--- src/rtl/uart_crc_pkg.sv ---
// uart_crc_pkg: CRC-8 constants, bytewise CRC helper and bit-FSM states shared by both link directions
package uart_crc_pkg;
  localparam logic [7:0] CRC_POLY = 8'h07;
  localparam logic [7:0] CRC_INIT = 8'h00;
  typedef enum logic [1:0] {IDLE, START, DATA, STOP} rx_state_e;
  function automatic logic [7:0] crc8_byte(input logic [7:0] crc, input logic [7:0] data);
    logic [7:0] c;
    c = crc ^ data;
    for (int i = 0; i < 8; i++) c = c[7] ? {c[6:0], 1'b0} ^ CRC_POLY : {c[6:0], 1'b0};
    return c;
  endfunction
endpackage

--- src/rtl/uart_crc_frame_rx_if.sv ---
// uart_crc_frame_rx_if: serial input and per-byte / per-frame result pulses of the receive endpoint
interface uart_crc_frame_rx_if;
  logic       rx_serial;
  logic [7:0] rx_data_out;
  logic       rx_ready_out;
  logic       crc_valid_out;
  logic       crc_error_out;
  logic       frame_error_out;
  modport master (output rx_serial, input rx_data_out, rx_ready_out, crc_valid_out, crc_error_out, frame_error_out);
  modport slave (input rx_serial, output rx_data_out, rx_ready_out, crc_valid_out, crc_error_out, frame_error_out);
endinterface

--- src/rtl/uart_crc_rx_phy.sv ---
// uart_crc_rx_phy: synchronizes the serial line and deserializes 8N1 bytes with a mid-bit sampling FSM
module uart_crc_rx_phy
  import uart_crc_pkg::*;
#(
  parameter int CLKS_PER_BIT = 16
) (
  input  logic       clk,
  input  logic       reset,
  input  logic       rx_serial,
  output logic [7:0] rx_byte,
  output logic       byte_valid,
  output logic       stop_error,
  output logic       idle,
  output logic       start
);
  localparam int CW = $clog2(CLKS_PER_BIT);
  logic [1:0] sync;
  logic rx_s, half_done, bit_done;
  logic [CW-1:0] cnt;
  logic [2:0] bit_idx;
  rx_state_e state, state_n;
  assign rx_s = sync[1];
  assign half_done = cnt == CW'(CLKS_PER_BIT / 2 - 1);
  assign bit_done = cnt == CW'(CLKS_PER_BIT - 1);
  always_ff @(posedge clk or posedge reset)
    if (reset) sync <= 2'b11;
    else sync <= {sync[0], rx_serial};
  always_ff @(posedge clk or posedge reset)
    if (reset) state <= IDLE;
    else state <= state_n;
  always_comb begin
    state_n = state;
    case (state)
      IDLE:    state_n = rx_s ? IDLE : START;
      START:   if (half_done) state_n = rx_s ? IDLE : DATA;
      DATA:    if (bit_done && bit_idx == 3'd7) state_n = STOP;
      STOP:    if (bit_done) state_n = IDLE;
      default: state_n = IDLE;
    endcase
  end
  always_comb begin
    idle = state == IDLE;
    start = idle && !rx_s;
    byte_valid = state == STOP && bit_done && rx_s;
    stop_error = state == STOP && bit_done && !rx_s;
  end
  // the tick counter restarts at the start-bit midpoint so later ticks land mid-bit
  always_ff @(posedge clk or posedge reset)
    if (reset) begin
      cnt <= '0;
      bit_idx <= '0;
      rx_byte <= '0;
    end else begin
      cnt <= (idle || (state == START && half_done) || bit_done) ? '0 : cnt + 1'b1;
      if (state == DATA && bit_done) begin
        rx_byte <= {rx_s, rx_byte[7:1]};
        bit_idx <= bit_idx + 1'b1;
      end
    end
endmodule

--- src/rtl/uart_crc_frame_rx.sv ---
// uart_crc_frame_rx: groups received bytes into payload+CRC-8 frames and reports data, CRC result and frame errors
module uart_crc_frame_rx
  import uart_crc_pkg::*;
#(
  parameter int CLKS_PER_BIT = 16,
  parameter int FRAME_LEN    = 1,
  parameter int TIMEOUT_BITS = 20
) (
  input  logic clk,
  input  logic reset,
  uart_crc_frame_rx_if.slave bus
);
  localparam int TO_CYC = TIMEOUT_BITS * CLKS_PER_BIT;
  localparam int TW = $clog2(TO_CYC);
  logic [7:0] rx_byte, byte_idx, crc;
  logic byte_valid, stop_error, phy_idle, phy_start, to_hit;
  logic [TW-1:0] to_cnt;
  uart_crc_rx_phy #(.CLKS_PER_BIT(CLKS_PER_BIT)) u_phy (
    .clk(clk),
    .reset(reset),
    .rx_serial(bus.rx_serial),
    .rx_byte(rx_byte),
    .byte_valid(byte_valid),
    .stop_error(stop_error),
    .idle(phy_idle),
    .start(phy_start)
  );
  // expiry ignores a coincident start so the new byte begins a fresh frame
  assign to_hit = phy_idle && byte_idx != 8'd0 && to_cnt == TW'(TO_CYC - 1);
  always_ff @(posedge clk or posedge reset)
    if (reset) to_cnt <= '0;
    else to_cnt <= (!phy_idle || byte_idx == 8'd0 || phy_start || to_hit) ? '0 : to_cnt + 1'b1;
  always_ff @(posedge clk or posedge reset)
    if (reset) begin
      byte_idx <= '0;
      crc <= CRC_INIT;
      bus.rx_data_out <= '0;
      bus.rx_ready_out <= 1'b0;
      bus.crc_valid_out <= 1'b0;
      bus.crc_error_out <= 1'b0;
      bus.frame_error_out <= 1'b0;
    end else begin
      bus.rx_ready_out <= 1'b0;
      bus.crc_valid_out <= 1'b0;
      bus.crc_error_out <= 1'b0;
      bus.frame_error_out <= stop_error || to_hit;
      if (stop_error || to_hit) begin
        byte_idx <= '0;
        crc <= CRC_INIT;
      end else if (byte_valid && byte_idx < 8'(FRAME_LEN)) begin
        bus.rx_data_out <= rx_byte;
        bus.rx_ready_out <= 1'b1;
        crc <= crc8_byte(crc, rx_byte);
        byte_idx <= byte_idx + 1'b1;
      end else if (byte_valid) begin
        bus.crc_valid_out <= rx_byte == crc;
        bus.crc_error_out <= rx_byte != crc;
        byte_idx <= '0;
        crc <= CRC_INIT;
      end
    end
endmodule
--- src/flat_wrapper.sv ---
// flat-port wrapper written by rule: the top's interface ports become plain ports
module uart_crc_frame_rx_flat import uart_crc_pkg::*;
#(
  parameter int CLKS_PER_BIT = 16,
  parameter int FRAME_LEN    = 1,
  parameter int TIMEOUT_BITS = 20
)
  (clk, reset, bus_rx_serial, bus_rx_data_out, bus_rx_ready_out, bus_crc_valid_out, bus_crc_error_out, bus_frame_error_out);
  uart_crc_frame_rx_if bus_i ();
  input  logic clk;
  input  logic reset;
  input wire logic [$bits(bus_i.rx_serial)-1:0] bus_rx_serial;
  output wire logic [$bits(bus_i.rx_data_out)-1:0] bus_rx_data_out;
  output wire logic [$bits(bus_i.rx_ready_out)-1:0] bus_rx_ready_out;
  output wire logic [$bits(bus_i.crc_valid_out)-1:0] bus_crc_valid_out;
  output wire logic [$bits(bus_i.crc_error_out)-1:0] bus_crc_error_out;
  output wire logic [$bits(bus_i.frame_error_out)-1:0] bus_frame_error_out;
  assign bus_i.rx_serial = bus_rx_serial;
  assign bus_rx_data_out = bus_i.rx_data_out;
  assign bus_rx_ready_out = bus_i.rx_ready_out;
  assign bus_crc_valid_out = bus_i.crc_valid_out;
  assign bus_crc_error_out = bus_i.crc_error_out;
  assign bus_frame_error_out = bus_i.frame_error_out;
  uart_crc_frame_rx #(.CLKS_PER_BIT(CLKS_PER_BIT), .FRAME_LEN(FRAME_LEN), .TIMEOUT_BITS(TIMEOUT_BITS)) u_core (.clk(clk), .reset(reset), .bus(bus_i));
endmodule
--- config.mk ---
export PLATFORM = sky130hd
export DESIGN_NAME = uart_crc_frame_rx_flat
export DESIGN_NICKNAME = d
export VERILOG_FILES = /design/src/rtl/uart_crc_pkg.sv /design/src/rtl/uart_crc_frame_rx_if.sv /design/src/rtl/uart_crc_rx_phy.sv /design/src/rtl/uart_crc_frame_rx.sv /design/src/flat_wrapper.sv
export SDC_FILE = /design/constraint.sdc
export NUM_CORES = 1
export LEC_CHECK = 0
export BUFFER_PORTS_ARGS = -buffer_cell sky130_fd_sc_hd__buf_2
export CORE_ASPECT_RATIO = 2
export CORE_MARGIN = 10
export CORE_UTILIZATION = 52
export CTS_CLUSTER_SIZE = 20
export DETAILED_ROUTE_END_ITERATION = 8
export PLACE_DENSITY = 0.73
export SLEW_MARGIN = 0
export SYNTH_ARGS = -nofsm -noshare
export SYNTH_HDL_FRONTEND = slang
export SYNTH_SLANG_ARGS = --single-unit
--- constraint.sdc ---
create_clock -name clk -period 3.7 [get_ports clk]
set_input_delay 0.74 -clock clk [delete_from_list [all_inputs] [get_ports clk]]
set_output_delay 0.74 -clock clk [all_outputs]
set_load 0.03 [all_outputs]
==> qor.yml <==
worst_setup_path:
  critical_path_arrival_ns: 2.40
  path_class: "reg2reg"
  cp-start-kind: "flop"
  cp-end-kind: "flop"
  cp.required_ns: 3.96
  worst-path-max-fanout: 13
yosys:
  netlist_instances: 206
  synth.ff_latch_count: 56
  synth_edf_count: 0
  yosys.cell_types.count: 43
  yosysWarnings: 0
  syn-num-nets: 218
  syn-cell-area_sq_mm: 0.00263
  synthArstFlopShare_pct: 100
  postSynthAreaPerCell_sq_um: 12.8
  synth_flop_cell: "dfrtp_1"
  yosysSeqAreaShare_pct: 53.4
finish:
  multi_input_area_sq_mm: 0.00116
  antenna_cells: 0
  fin_area_sq_mm: 0.00282
  stdcell_count: 279
  final_layout_size_suffix_gt1_share_pct: 23.4
  regArea_sq_mm: 0.00140
  areaGrowthSynthToFinish_pct: 7.37
  nets: 233
  fillCellCount: 426
clock_network:
  cts_sinks: 56
  clk_latency_ns: 0.33
  cts.clk_slew.worst_paths_ns: 0.09
  cts_resized: 0
  cts_tree: "yes"
  cts_buffer_depth: 2
  root_buffer: "clkbuf_8"
  cts_buffers: 5
  cts_setup_buffers: 0
  cts.htree.levels: 2
  cts_hold_buffers: 0
place:
  dp_hpwl_microns: 3370
  gp_congestion: 0.809
  dp.cells: 271
  io_buffers: 14
  place_area_sq_mm: 0.00274
  dp_slack_ns: 1.56
timing:
  fin_ws_ns: 1.56
  slew_viol_final: 0
  max_freq_mhz: 467
  post-route-period-util_pct: 57.8
  hold_viol: 0
  fin_tns_setup_ns: 0
  tightest_slew_ns: 0.756
  hold_slack_ns: 0.360
  finalSetupViolations: 0
  finalCriticalPeriod_ns: 2.14
  rsz0062_at_grt: "no"
  slew_headroom_pct: 49.5
  finalClockSkew_ns: 0.00747
floorplan:
  die_w_microns: 70.3
  dieArea_sq_mm: 0.00847
  rows: 36
  pin_count: 15
  core_sq_mm: 0.00491
  dieHeight_microns: 121
  initial_utilization_pct: 53.6
drt:
  maxUsedRoutingLayer: "met4"
  wl_met2_microns: 2620
  met3_length_microns: 156
  drc: 0
  viasPerCell: 5.56
  wl_per_cell_microns: 16.2
  via_count: 1550
  wirelength_microns: 4510
  antenna_left: 0
  drtIter0Drc: 54
  drt-pass1-iter-count: 4
  wl_met1_microns: 1630
hold_path:
  hold_class: "reg2reg"
grt:
  grt_max_degree: 38
  antenna_found_initial: 0
  grt_overflow: 0
  grt_pass1_vias: 1653
  grt_first_pass_wirelength_microns: 7780
  grt_use_total_pct: 11.6
power_and_ir_drop:
  power_leakage_nw: 1.38
  ir_drop_mv: 0.366
  powerDensity_mw_per_mm2: 469
run:
  cap_violations: 0
run_status:
  status: "completed"
## worst max-delay path: stages, from the launching register on
cell and delay [ns]:
dfrtp_1 0.42, inv_1 0.07, ha_1 0.12, or4b_4 0.49, or2_4 0.29, a31oi_2 0.46
a22o_1 0.25
## final cells by class
class	instances	share of cell area, %
Tap cell	57	2.53
Sequential cell	56	49.7
Clock buffer	6	2.57
Clock inverter	2	0.576
Timing Repair Buffer	15	2.75
Multi-Input combinational cell	136	40.9
Inverter	7	0.930
## registers in the layout, indices dropped and copies added, names as in the netlist, named ones only
name / flops
u_core.u_phy.state: 1
u_core.byte_idx: 8
u_core.u_phy.sync: 2
u_core.bus.rx_ready_out: 1
u_core.bus.crc_error_out: 1
u_core.u_phy.cnt: 4
u_core.u_phy.rx_byte: 8
u_core.bus.rx_data_out: 8
u_core.to_cnt: 9
u_core.bus.frame_error_out: 1
u_core.bus.crc_valid_out: 1
u_core.crc: 8
u_core.u_phy.bit_idx: 3
## stage by stage
stage	power [mW]	util, %
final	1.33	57.5
after global routing	1.41	57.5
after CTS	1.34	57.5
after detailed placement	1.01	55.7
after global placement	0.994	55.7
after floorplan	0.951	-
## final timing paths
check | slack [ns] | endpoint | start | cells after the start
min | 0.36 | u_core.u_phy.sync[1] | u_core.u_phy.sync[0] | 0
min reg2reg | 0.36 | u_core.u_phy.sync[1] | u_core.u_phy.sync[0] | 0
max in group asynchronous | 2.40 | u_core.u_phy.rx_byte[7] | reset | 3
max | 1.56 | u_core.crc[7] | u_core.byte_idx[1] | 6
min in group asynchronous | 0.54 | u_core.u_phy.rx_byte[0] | reset | 2
max reg2reg | 1.56 | u_core.crc[7] | u_core.byte_idx[1] | 6
## cell usage after synthesis (2+ instances only)
library cell   n  area, sq um
a22o_1         5         43.8
a22o_2         2         20.0
a31oi_1        6         37.5
and2_1         6         37.5
and3_1         2         12.5
buf_6          2         22.5
clkbuf_1       3         11.3
dfrtp_1       54         1350
dfstp_2        2         52.6
ha_1           9          113
inv_1          7         26.3
mux2_2        18          203
nand2_1        5         18.8
nand3_1        7         35.0
nand3b_1       3         22.5
nand4_1        2         12.5
nor2_1        17         63.8
nor2b_1        4         25.0
nor3b_1        2         15.0
or3_1          2         12.5
xnor2_1       18          158
xnor3_1        2         45.0
xor2_1         7         61.3
xor3_1         2         47.6
## where the power goes
| part | switching, mW | internal [mW] | leakage, nW |
|---|---|---|---|
| combinational | 0.138 | 0.123 | 0.574 |
| clock | 0.203 | 0.135 | 0.0414 |
| sequential | 0.0587 | 0.667 | 0.760 |
| total | 0.400 | 0.925 | 1.38 |
## routing by layer
metal | track usage (%) | vias to the layer above
li1 | - | 740
met1 | 10.3 | 789
met2 | 22.2 | 15
met3 | 3.60 | 6
met4 | 5.96 | 0
met5 | 0 | -
## logic make-up (layout without fill, tap and decap cells)
family,Yosys count,after routing,synth area share (%)
compound gates,20,20,6.04
xor+xnor,30,30,12.5
fa+ha+maj,9,9,4.28
buf+inv,14,30,2.66
flops,56,56,53.4
mux,19,19,8.13
simple gates,58,58,13.0
## cells in the final DEF (no fill, tap or decap), drive strengths merged, types with 2 or more instances in the layout
master	netlist	layout
dfrtp	54	54
mux2	19	19
xnor2	19	19
nor2	17	17
buf	3	15
ha	9	9
nand3	7	7
xor2	7	7
inv	7	7
a31oi	7	7
a22o	7	7
and2	6	6
clkbuf	4	6
nand2	5	5
nor2b	4	4
nand3b	3	3
nand4	2	2
or3	2	2
and3	2	2
xor3	2	2
xnor3	2	2
nor3b	2	2
dfstp	2	2
nor4	2	2
Power figures use the tool's default switching activity.
